[src/rtl/uart_resp_pkg.sv]
// Shared constants for the UART bus responder: register offsets, status bit
// positions and the TX launch FSM encoding.
package uart_resp_pkg;

    localparam logic [31:0] TXDATA_OFF = 32'd0;
    localparam logic [31:0] RXDATA_OFF = 32'd4;
    localparam logic [31:0] STAT_OFF   = 32'd8;

    localparam int ST_RX_VALID    = 0;
    localparam int ST_TX_FULL     = 1;
    localparam int ST_TX_EMPTY    = 2;
    localparam int ST_TX_BUSY     = 3;
    localparam int ST_RX_OVERRUN  = 4;
    localparam int ST_TX_OVERFLOW = 5;
    localparam int ST_RX_IRQ_EN   = 8;
    localparam int ST_TX_IRQ_EN   = 9;
    localparam int ST_LOOPBACK    = 10;

    typedef enum logic [1:0] {
        IDLE      = 2'd0,
        LAUNCH    = 2'd1,
        WAIT_BUSY = 2'd2,
        WAIT_DONE = 2'd3
    } tx_state_e;

endpackage

[src/rtl/uart_bus_responder_if.sv]
// CPU data-bus (MEM stage) connection: single-cycle rd/wr strobes with
// combinational read data returned by the responder.
interface uart_bus_responder_if;
    logic        rd;
    logic        wr;
    logic [31:0] addr;
    logic [31:0] wdata;
    logic [31:0] rdata;

    modport master (output rd, output wr, output addr, output wdata, input rdata);
    modport slave  (input rd, input wr, input addr, input wdata, output rdata);
endinterface

[src/rtl/uart_bus_responder_sync_fifo.sv]
// Single-clock FIFO with extra-MSB pointers; pushes when full and pops when
// empty are ignored, and the head entry is visible combinationally.
module sync_fifo #(
    parameter int WIDTH = 8,
    parameter int DEPTH = 4
) (
    input  logic             clk,
    input  logic             reset,
    input  logic             push,
    input  logic [WIDTH-1:0] wdata,
    input  logic             pop,
    output logic [WIDTH-1:0] head,
    output logic             full,
    output logic             empty
);
    localparam int AW = $clog2(DEPTH);

    logic [WIDTH-1:0] mem [DEPTH];
    logic [AW:0]      wptr;
    logic [AW:0]      rptr;
    logic             do_push;
    logic             do_pop;

    assign full    = (wptr[AW] != rptr[AW]) && (wptr[AW-1:0] == rptr[AW-1:0]);
    assign empty   = (wptr == rptr);
    assign do_push = push && !full;
    assign do_pop  = pop && !empty;
    assign head    = mem[rptr[AW-1:0]];

    // NOTE: state updates use <= so every flop samples pre-edge values regardless of block order.
    always_ff @(posedge clk or negedge reset) begin
        if (!reset) begin
            wptr <= '0;
            rptr <= '0;
        end else begin
            if (do_push) wptr <= wptr + 1'b1;
            if (do_pop)  rptr <= rptr + 1'b1;
        end
    end

    // NOTE: storage has no reset; an entry is never read before the pointers say it was written.
    always_ff @(posedge clk) begin
        if (do_push) mem[wptr[AW-1:0]] <= wdata;
    end

endmodule

[src/rtl/uart_bus_responder.sv]
// Memory-mapped UART controller: TXDATA/RXDATA/STATUS registers, TX FIFO with
// launch FSM, RX holding register and level IRQ. Option: UART_RESP_LOOPBACK_EN.
module uart_bus_responder
    import uart_resp_pkg::*;
#(
    parameter logic [31:0] BASE_ADDR = 32'h4000_0018,
    parameter int          TX_DEPTH  = 4
) (
    input  logic                 clk,
    input  logic                 reset,
    uart_bus_responder_if.slave  bus,
    output logic                 irqout,
    output logic                 TX_EN,
    output logic [7:0]           TX_DATA,
    input  logic                 TX_STATUS,
    input  logic                 RX_STATUS,
    input  logic [7:0]           RX_DATA
);
    tx_state_e   state;
    tx_state_e   state_next;
    logic        sel_tx, sel_rx, sel_stat;
    logic        wr_tx, wr_stat, rd_rx;
    logic        tx_full, tx_empty, tx_busy, pop;
    logic [7:0]  fifo_head;
    logic        loopback, rx_load;
    logic [7:0]  rx_in;
    logic [7:0]  rx_byte;
    logic        rx_valid, rx_overrun, tx_overflow;
    logic        rx_irq_en, tx_irq_en;
    logic [31:0] status;
    logic        unused_wdata;

    assign sel_tx   = (bus.addr == BASE_ADDR + TXDATA_OFF);
    assign sel_rx   = (bus.addr == BASE_ADDR + RXDATA_OFF);
    assign sel_stat = (bus.addr == BASE_ADDR + STAT_OFF);
    assign wr_tx    = bus.wr && sel_tx;
    assign wr_stat  = bus.wr && sel_stat;
    assign rd_rx    = bus.rd && sel_rx;
    assign unused_wdata = ^bus.wdata[31:10];

    // A pop in LAUNCH never frees a slot for a push on the same edge.
    sync_fifo #(.WIDTH(8), .DEPTH(TX_DEPTH)) u_fifo (
        .clk   (clk),
        .reset (reset),
        .push  (wr_tx && !tx_full),
        .wdata (bus.wdata[7:0]),
        .pop   (pop),
        .head  (fifo_head),
        .full  (tx_full),
        .empty (tx_empty)
    );

    always_ff @(posedge clk or negedge reset) begin
        if (!reset) state <= IDLE;
        else        state <= state_next;
    end

    // NOTE: next state defaults to the current state first, so no path leaves it unassigned (no latch).
    always_comb begin
        state_next = state;
        case (state)
            IDLE:      if (!tx_empty) state_next = LAUNCH;
            LAUNCH:    state_next = loopback ? IDLE : WAIT_BUSY;
            WAIT_BUSY: if (TX_STATUS) state_next = WAIT_DONE;
            WAIT_DONE: if (!TX_STATUS) state_next = IDLE;
            default:   state_next = IDLE;
        endcase
    end

    assign pop     = (state == LAUNCH);
    assign tx_busy = (state != IDLE);

`ifdef UART_RESP_LOOPBACK_EN
    logic loopback_q;
    always_ff @(posedge clk or negedge reset) begin
        if (!reset)       loopback_q <= 1'b0;
        else if (wr_stat) loopback_q <= bus.wdata[ST_LOOPBACK];
    end
    assign loopback = loopback_q;
    assign rx_load  = loopback ? pop : RX_STATUS;
    assign rx_in    = loopback ? fifo_head : RX_DATA;
`else
    assign loopback = 1'b0;
    assign rx_load  = RX_STATUS;
    assign rx_in    = RX_DATA;
`endif

    // TX_EN and TX_DATA are registered off the pop edge, giving the 2-cycle launch latency.
    always_ff @(posedge clk or negedge reset) begin
        if (!reset) begin
            TX_EN   <= 1'b0;
            TX_DATA <= 8'h00;
        end else begin
            TX_EN <= pop && !loopback;
            if (pop && !loopback) TX_DATA <= fifo_head;
        end
    end

    always_ff @(posedge clk or negedge reset) begin
        if (!reset) begin
            rx_byte     <= 8'h00;
            rx_valid    <= 1'b0;
            rx_overrun  <= 1'b0;
            tx_overflow <= 1'b0;
            rx_irq_en   <= 1'b0;
            tx_irq_en   <= 1'b0;
            irqout      <= 1'b0;
        end else begin
            if (rx_load) begin
                rx_byte  <= rx_in;
                rx_valid <= 1'b1;
            end else if (rd_rx) begin
                rx_valid <= 1'b0;
            end
            if (rx_load && rx_valid && !rd_rx)            rx_overrun <= 1'b1;
            else if (wr_stat && bus.wdata[ST_RX_OVERRUN]) rx_overrun <= 1'b0;
            if (wr_tx && tx_full)                          tx_overflow <= 1'b1;
            else if (wr_stat && bus.wdata[ST_TX_OVERFLOW]) tx_overflow <= 1'b0;
            if (wr_stat) begin
                rx_irq_en <= bus.wdata[ST_RX_IRQ_EN];
                tx_irq_en <= bus.wdata[ST_TX_IRQ_EN];
            end
            irqout <= (rx_irq_en && rx_valid) || (tx_irq_en && tx_empty && !tx_busy) || rx_overrun;
        end
    end

    always_comb begin
        status                 = '0;
        status[ST_RX_VALID]    = rx_valid;
        status[ST_TX_FULL]     = tx_full;
        status[ST_TX_EMPTY]    = tx_empty;
        status[ST_TX_BUSY]     = tx_busy;
        status[ST_RX_OVERRUN]  = rx_overrun;
        status[ST_TX_OVERFLOW] = tx_overflow;
        status[ST_RX_IRQ_EN]   = rx_irq_en;
        status[ST_TX_IRQ_EN]   = tx_irq_en;
        status[ST_LOOPBACK]    = loopback;
    end

    always_comb begin
        bus.rdata = '0;
        if (bus.rd && sel_rx)        bus.rdata = {24'h0, rx_byte};
        else if (bus.rd && sel_stat) bus.rdata = status;
    end

endmodule

[src/flat_wrapper.sv]
// flat-port wrapper written by rule: the top's interface ports become plain ports
module uart_bus_responder_flat import uart_resp_pkg::*;
#(
    parameter logic [31:0] BASE_ADDR = 32'h4000_0018,
    parameter int          TX_DEPTH  = 4
)
  (clk, reset, irqout, TX_EN, TX_DATA, TX_STATUS, RX_STATUS, RX_DATA, bus_rd, bus_wr, bus_addr, bus_wdata, bus_rdata);
  uart_bus_responder_if bus_i ();
  input  logic clk;
  input  logic reset;
  output logic irqout;
  output logic TX_EN;
  output logic [7:0] TX_DATA;
  input  logic TX_STATUS;
  input  logic RX_STATUS;
  input  logic [7:0] RX_DATA;
  input wire logic [$bits(bus_i.rd)-1:0] bus_rd;
  input wire logic [$bits(bus_i.wr)-1:0] bus_wr;
  input wire logic [$bits(bus_i.addr)-1:0] bus_addr;
  input wire logic [$bits(bus_i.wdata)-1:0] bus_wdata;
  output wire logic [$bits(bus_i.rdata)-1:0] bus_rdata;
  assign bus_i.rd = bus_rd;
  assign bus_i.wr = bus_wr;
  assign bus_i.addr = bus_addr;
  assign bus_i.wdata = bus_wdata;
  assign bus_rdata = bus_i.rdata;
  uart_bus_responder #(.BASE_ADDR(BASE_ADDR), .TX_DEPTH(TX_DEPTH)) u_core (.clk(clk), .reset(reset), .bus(bus_i), .irqout(irqout), .TX_EN(TX_EN), .TX_DATA(TX_DATA), .TX_STATUS(TX_STATUS), .RX_STATUS(RX_STATUS), .RX_DATA(RX_DATA));
endmodule
[config.mk]
export PLATFORM = sky130hd
export DESIGN_NAME = uart_bus_responder_flat
export DESIGN_NICKNAME = d
export VERILOG_FILES = /design/src/rtl/uart_resp_pkg.sv /design/src/rtl/uart_bus_responder_if.sv /design/src/rtl/uart_bus_responder_sync_fifo.sv /design/src/rtl/uart_bus_responder.sv /design/src/flat_wrapper.sv
export SDC_FILE = /design/constraint.sdc
export NUM_CORES = 1
export LEC_CHECK = 0
export CORE_MARGIN = 10
export CORE_UTILIZATION = 39
export CTS_BUF_LIST = sky130_fd_sc_hd__clkbuf_4 sky130_fd_sc_hd__clkbuf_8
export CTS_CLUSTER_SIZE = 10
export DETAILED_ROUTE_END_ITERATION = 8
export PLACE_DENSITY = 0.75
export SYNTH_ARGS = -nofsm -noshare
export SYNTH_HDL_FRONTEND = slang
export SYNTH_SLANG_ARGS = --single-unit
[constraint.sdc]
create_clock -name clk -period 2.7 [get_ports clk]
set_input_delay 0.54 -clock clk [delete_from_list [all_inputs] [get_ports clk]]
set_output_delay 0.54 -clock clk [all_outputs]
set_load 0.01 [all_outputs]
==> results.py, run 1 <==
metrics = {
    "synthesis": {
        "yosysTopAreaCell": "edfxtp_1",
        "ys_top_cells_by_count": "edfxtp_1 (32), dfrtp_1 (31), buf_4 (23), mux2_2 (20), ha_1 (9)",
        "ys.warnings.count": 0,
        "synth_edf_count": 32,
        "yosys.area_share.simple": 0.124,
        "synth_most_common_cell": "edfxtp_1",
        "syn_area_um2": 3030,
        "netlist_instances": 197,
        "synth_top_area_share": 0.317,
        "ys_ff_latch": 63,
        "synth_top_family_by_area": "multiplexers",
        "yosys.area_share.adder": 0.0372,
        "synth_xor_area_frac": 0.0202,
        "ys_seq_area_frac": 0.573,
        "synthMuxAreaShare": 0.137,
        "async_flop_share": 0.492,
        "avgSynthCellArea_um2": 15.4,
        "synth_compound_area_frac": 0.0380,
        "ys_top_cells_by_area": "edfxtp_1 (32%), dfrtp_1 (26%), mux2_2 (7.4%), mux4_2 (5.9%), buf_4 (5.7%)",
        "synth.distinct_cells": 42,
        "synthFlopType": "edfxtp_1",
    },
    "clocking": {
        "cts_tree": "built",
        "path_clk_slew_ns": 0.07,
        "cts-htree-levels": 3,
        "cts_buffers": 9,
        "cts.sinks": 63,
        "clk_path_buf_depth": 2,
        "clock_latency_ns": 0.34,
        "clockRootBuffer": "clkbuf_8",
        "ctsHoldBuffers": 0,
    },
    "drt": {
        "drc": 0,
        "postRouteAntennaNets": 0,
        "wire_per_inst_um": 15.6,
        "vias": 1939,
        "drt-pass1-iter-count": 4,
        "routed_wl_mm": 6.47,
        "drt_iter0_drc": 60,
        "viasPerCell": 4.67,
    },
    "cells_and_area": {
        "fin_cells": 415,
        "utilization": 0.550,
        "syn2layout_area_growth_pct": 38.8,
        "design_area_um2": 4210,
        "num-nets-final": 395,
        "antenna_cells": 0,
        "drive_gt1_frac": 0.332,
    },
    "timing": {
        "setup_viol": 0,
        "min_period_over_period": 0.954,
        "rsz0062_at_grt": "false",
        "relSlewSlack": 0.643,
        "max_freq_ghz": 0.388,
        "setup_ws_ns": 0.124,
        "period_needed_ns": 2.58,
        "clock-skew-final_ns": 0.00592,
        "fin_hold_ws_ns": 0.501,
        "slew_violations": 0,
        "worst_slew_pin_slew_ns": 0.536,
        "hold_viol": 0,
    },
    "power": {
        "peakVddDrop_mv": 0.286,
        "clkPwrFrac": 0.343,
        "pwr-share-seq": 0.446,
        "p_leak_uw": 0.00178,
        "swShare": 0.249,
        "intPower_uw": 1950,
        "pwr_density_cell_nw_per_um2": 618,
        "pwr-share-comb": 0.211,
        "power.switching_uw": 649,
    },
    "placed_design": {
        "place_ws_ns": -0.532,
        "place.gp.congestion": 0.728,
        "place_inst": 390,
        "port-buffer-count": 75,
        "dpl.hpwl_mm": 5.06,
        "place_area_um2": 3960,
    },
    "critical_path": {
        "r2r-start": "u_core.u_fifo.wptr[2]",
        "r2r_cells": 6,
        "critical_path_required_ns": 2.16,
        "critPathArrivalTime_ns": 2.04,
        "crit_fanout": 4,
        "path_class": "primary input to primary output",
        "worstSetupStartpointType": "primary input",
        "crit_path_end_kind": "primary output",
        "startpoint": "bus_addr[2]",
    },
    "global_routing": {
        "grt_pass1_vias": 2113,
        "grt_pass1_wl_mm": 10.3,
        "antenna_found_initial": 0,
        "grt_max_degree": 32,
        "gr-usage-all-layers": 0.114,
        "grt_overflow": 0,
    },
    "run_status": {
        "status": "completed",
    },
    "floorplanning": {
        "fp.coreArea_um2": 7650,
        "die_h_um": 108,
        "die_w_um": 108,
        "dieArea_um2": 11700,
        "io_pins": 120,
        "start_util": 0.396,
        "rows": 32,
    },
    "min_path": {
        "worstHoldPathCells": 1,
        "hp-class": "register to register",
        "min_from": "u_core.u_fifo.rptr[2]",
    },
    "flow_run": {
        "cap_violations": 0,
    },
}
-- power by group through the flow --
stage / combinational (uW) / sequential, uW / clock [uW]
6_report: 548 / 1160 / 892
5_1_grt: 598 / 1180 / 958
4_1_cts: 562 / 1160 / 919
3_5_place_dp: 572 / 1180 / 0
3_3_place_gp: 554 / 1180 / 0
2_1_floorplan: 261 / 1210 / 0
-- state kept, by name, summed over array words and instances (netlist names) --
signal	count
u_core.u_fifo.mem	32
u_core.TX_DATA	8
u_core.rx_byte	8
u_core.u_fifo.rptr	3
u_core.u_fifo.wptr	3
u_core.state	2
u_core.TX_EN	1
u_core.irqout	1
u_core.rx_irq_en	1
u_core.rx_overrun	1
u_core.rx_valid	1
u_core.tx_irq_en	1
u_core.tx_overflow	1
-- path summary, 6_finish.rpt --
kind                                           end  slack (ns)
setup / recovery                      bus_rdata[0]        0.12
hold / removal               u_core.u_fifo.rptr[2]        0.50
setup reg to reg           u_core.u_fifo.mem[1][5]        0.80
hold reg to reg              u_core.u_fifo.rptr[2]        0.50
max in group asynchronous        u_core.TX_DATA[5]        1.80
min in group asynchronous            u_core.irqout        0.59
-- layout make-up --
cell class	count	area, um^2
Clock buffer	9	124
Multi-Input combinational cell	123	1180
Fill cell	610	3440
Inverter	6	22.5
Timing Repair Buffer	105	918
Sequential cell	63	1740
Tap cell	102	128
Clock inverter	7	96.3
-- timing repair --
action,CTS,global route
setup endpoints to repair,10,9
cloned,0,0
pin swaps,14,14
buffers inserted,8,1
gates resized for setup,61,23
-- through the flow --
step,total power (uW),setup TNS [ns]
4_1_cts,2640,0
6_report,2600,0
3_3_place_gp,1730,-4.64
5_1_grt,2730,0
2_1_floorplan,1470,0
3_5_place_dp,1760,-4.90
-- cell usage in the layout (no fill, tap or decap), drive strengths merged, types with 3 or more instances in the layout --
| cell type | n |
|---|---|
| buf | 38 |
| clkdlybuf4s50 | 35 |
| edfxtp | 32 |
| dfrtp | 31 |
| conb | 22 |
| mux2 | 21 |
| dlygate4sd2 | 18 |
| clkbuf | 15 |
| ha | 9 |
| nor4 | 9 |
| mux4 | 8 |
| and2 | 7 |
| dlymetal6s2s | 7 |
| inv | 7 |
| a22o | 6 |
| nand2 | 5 |
| xnor2 | 4 |
| xor2 | 3 |
| clkinvlp | 3 |
-- worst max-delay path: stages --
cell and delay [ns]:
clkdlybuf4s50_1 0.43, nand2b_1 0.20, nor4_4 0.26, buf_4 0.17, buf_6 0.10, buf_4 0.09, a22o_1 0.12, buf_2 0.12
-- metal layers --
metal / vias up / GRT usage / part of all wire
li1: 915 / - / -
met1: 948 / 0.120 / 0.38
met2: 69 / 0.188 / 0.51
met3: 7 / 0.0541 / 0.092
met4: 0 / 0.0573 / 0.017
met5: - / 0 / 0
-- cells by family (layout without fill, tap and decap cells) --
group | after synthesis | count (layout)
AOI/OAI and AO/OA | 15 | 15
DFF | 63 | 63
xor gates and xnor gates | 7 | 7
buffers and inverters | 32 | 127
other | 1 | 22
and+or+nand+nor | 41 | 41
adders and majority gates | 9 | 9
muxes | 29 | 29
Note: power is estimated with default switching activity, not from simulation.
==> run 2, diff against run 1 <==
--- a/config.mk
+++ b/config.mk
@@ -5,7 +5,7 @@
 export SDC_FILE = /design/constraint.sdc
 export NUM_CORES = 1
 export LEC_CHECK = 0
-export CORE_MARGIN = 10
+export CORE_MARGIN = 4
 export CORE_UTILIZATION = 39
 export CTS_BUF_LIST = sky130_fd_sc_hd__clkbuf_4 sky130_fd_sc_hd__clkbuf_8
 export CTS_CLUSTER_SIZE = 10
==> run 2 against run 1 <==
Net effect:
- sequential power is essentially flat
- worst hold slack got worse by 0.0032 ns
- clock power is 9.2% higher
- critical path depth rose by 1
- cell area grew 1.9%
- combinational power barely moved
- routed wire length fell by 3.4%
- count of clock-buffer cells in the layout up 1
- critical endpoint is now bus_rdata[4]
- largest cell class unchanged
- largest power group unchanged
==> results.py, run 2 (synthesis results as in run 1) <==
metrics = {
    "cells_and_area": {
        "layout_common_cells": "clkdlybuf4s50_1 (36), edfxtp_1 (32), dfrtp_1 (31)",
        "drive_gt1_frac": 0.329,
        "num-fill-cells": 589,
        "antenna_cells": 0,
        "layout_commonest_cell": "clkdlybuf4s50_1",
        "syn2layout_area_growth_pct": 41.4,
        "largest_register_ffs": 32,
        "fin_cells": 412,
        "num-nets-final": 395,
    },
    "placed_design": {
        "place_ws_ns": -0.503,
        "dpl.hpwl_mm": 4.45,
        "place.gp.congestion": 0.735,
        "place_inst": 386,
        "port-buffer-count": 75,
    },
    "drt": {
        "wl_met1_mm": 2.50,
        "routed_wl_mm": 6.25,
        "vias": 1945,
        "drc": 0,
        "wire_per_inst_um": 15.2,
        "wl_met2_mm": 3.28,
        "drt-pass1-iter-count": 4,
        "top_layer": "met4",
        "met3_length_um": 397,
        "postRouteAntennaNets": 0,
        "viasPerCell": 4.72,
        "drt_iter0_drc": 49,
    },
    "timing": {
        "setup_ws_ns": 0.0736,
        "worst_slew_pin_slew_ns": 0.556,
        "hold_viol": 0,
        "setup_viol": 0,
        "slew_violations": 0,
        "clock-skew-final_ns": 0.00850,
        "relSlewSlack": 0.629,
        "max_freq_ghz": 0.381,
        "min_period_over_period": 0.973,
        "period_needed_ns": 2.63,
    },
    "min_path": {
        "hp-class": "register to register",
    },
    "floorplanning": {
        "fp.coreArea_um2": 7410,
        "io_pins": 120,
        "rows": 31,
        "start_util": 0.409,
        "dieArea_um2": 9240,
        "die_w_um": 96.2,
        "die_h_um": 96.2,
    },
    "global_routing": {
        "grt_pass1_vias": 2019,
        "grt_overflow": 0,
        "grt_pass1_wl_mm": 9.63,
        "antenna_found_initial": 0,
        "gr-usage-all-layers": 0.137,
        "grt_max_degree": 32,
    },
    "clocking": {
        "cts_tree": "built",
        "clock_latency_ns": 0.33,
        "clk_path_buf_depth": 2,
        "cts.sinks": 63,
        "ctsHoldBuffers": 0,
        "cts-htree-levels": 3,
        "path_clk_slew_ns": 0.07,
        "cts_buffers": 9,
        "clockRootBuffer": "clkbuf_8",
    },
    "power": {
        "swShare": 0.235,
        "pwr-share-seq": 0.434,
        "intPower_uw": 2050,
        "peakVddDrop_mv": 0.248,
        "clkPwrFrac": 0.363,
        "power.switching_uw": 630,
        "pwr-share-comb": 0.204,
        "pwr_density_cell_nw_per_um2": 626,
        "p_leak_uw": 0.00182,
    },
    "flow_run": {
        "cap_violations": 0,
    },
    "critical_path": {
        "crit_path_end_kind": "primary output",
        "path_class": "primary input to primary output",
        "worstSetupStartpointType": "primary input",
        "crit_fanout": 7,
        "critPathArrivalTime_ns": 2.09,
        "critical_path_required_ns": 2.16,
    },
    "run_status": {
        "status": "completed",
    },
}
==> run 2: cell types whose count changed in the layout (fill, tap and decap cells not counted), moves of 3 or more <==
cell	before	now
clkinvlp_4	3	0
buf_4	27	23
clkdlybuf4s15_1	1	5
clkbuf_2	6	3
buf_12	0	3
==> run 2: worst max-delay path, stage by stage <==
cell and delay, ns:
dlygate4sd2_1 0.26, nor4b_4 0.27, nand4_4 0.18, buf_6 0.16, nor3_4 0.17, buf_6 0.13, buf_12 0.11, a22o_1 0.13
buf_2 0.13
==> run 2: metal layers <==
metal / global-route usage / vias to the layer above
met2: 0.235 / 73
met1: 0.165 / 942
met5: 0 / -
li1: - / 921
met3: 0.0375 / 9
met4: 0.0498 / 0
==> run 2: power groups by stage <==
stage | registers (uW) | logic (uW) | clock network, uW
after global routing | 1180 | 597 | 1040
after floorplan | 1210 | 261 | 0
after global placement | 1180 | 544 | 0
after CTS | 1170 | 555 | 995
final | 1160 | 546 | 974
after detailed placement | 1180 | 560 | 0
==> run 2: final cells by class <==
type                            count  area [um^2]  area share
Sequential cell                    63         1740       0.405
Multi-Input combinational cell    123         1190       0.279
Timing Repair Buffer              105          967       0.226
Clock buffer                       10          131      0.0307
Tap cell                           99          124      0.0289
Clock inverter                      6          109      0.0254
Inverter                            6         22.5     0.00526
==> run 2: final timing paths <==
check / startpoint / cells after the start / to / slack (ns)
worst max register to register: u_core.u_fifo.wptr[1] / 6 / u_core.u_fifo.mem[0][5] / 0.81
worst min register to register: u_core.u_fifo.wptr[2] / 1 / u_core.u_fifo.wptr[2] / 0.50
min in group asynchronous: reset / 2 / u_core.TX_DATA[2] / 0.61
worst max-delay path: bus_addr[9] / 9 / bus_rdata[4] / 0.07
worst min-delay path: u_core.u_fifo.wptr[2] / 1 / u_core.u_fifo.wptr[2] / 0.50
max in group asynchronous: reset / 2 / u_core.tx_overflow / 1.78
==> run 2: stage by stage <==
| step | hold WS [ns] | TNS [ns] | instance area (um^2) | util | power, uW |
|---|---|---|---|---|---|
| finish | 0.498 | 0 | 4290 | 0.578 | 2680 |
| global route | 0.519 | -0.0972 | 4290 | 0.578 | 2810 |
| CTS | 0.497 | 0 | 4210 | 0.568 | 2710 |
| detailed placement | 0.482 | -4.74 | 3970 | 0.536 | 1740 |
| global placement | 0.476 | -4.66 | 3970 | 0.536 | 1730 |
| floorplan | 0.244 | 0 | 3110 | - | 1470 |
==> run 2: what timing repair did <==
action | CTS | global route
endpoints found under the setup margin | 10 | 10
endpoints found under the hold margin | 0 | 0
buffers inserted | 7 | 5
resized for setup | 60 | 24
pin swaps | 14 | 11
==> run 3, diff against run 2 <==
--- a/config.mk
+++ b/config.mk
@@ -8,7 +8,7 @@
 export CORE_MARGIN = 4
 export CORE_UTILIZATION = 39
 export CTS_BUF_LIST = sky130_fd_sc_hd__clkbuf_4 sky130_fd_sc_hd__clkbuf_8
-export CTS_CLUSTER_SIZE = 10
+export CTS_CLUSTER_SIZE = 30
 export DETAILED_ROUTE_END_ITERATION = 8
 export PLACE_DENSITY = 0.75
 export SYNTH_ARGS = -nofsm -noshare
==> results of run 3 <==
The final DEF is identical to that of run 2; final timing and power are the same.
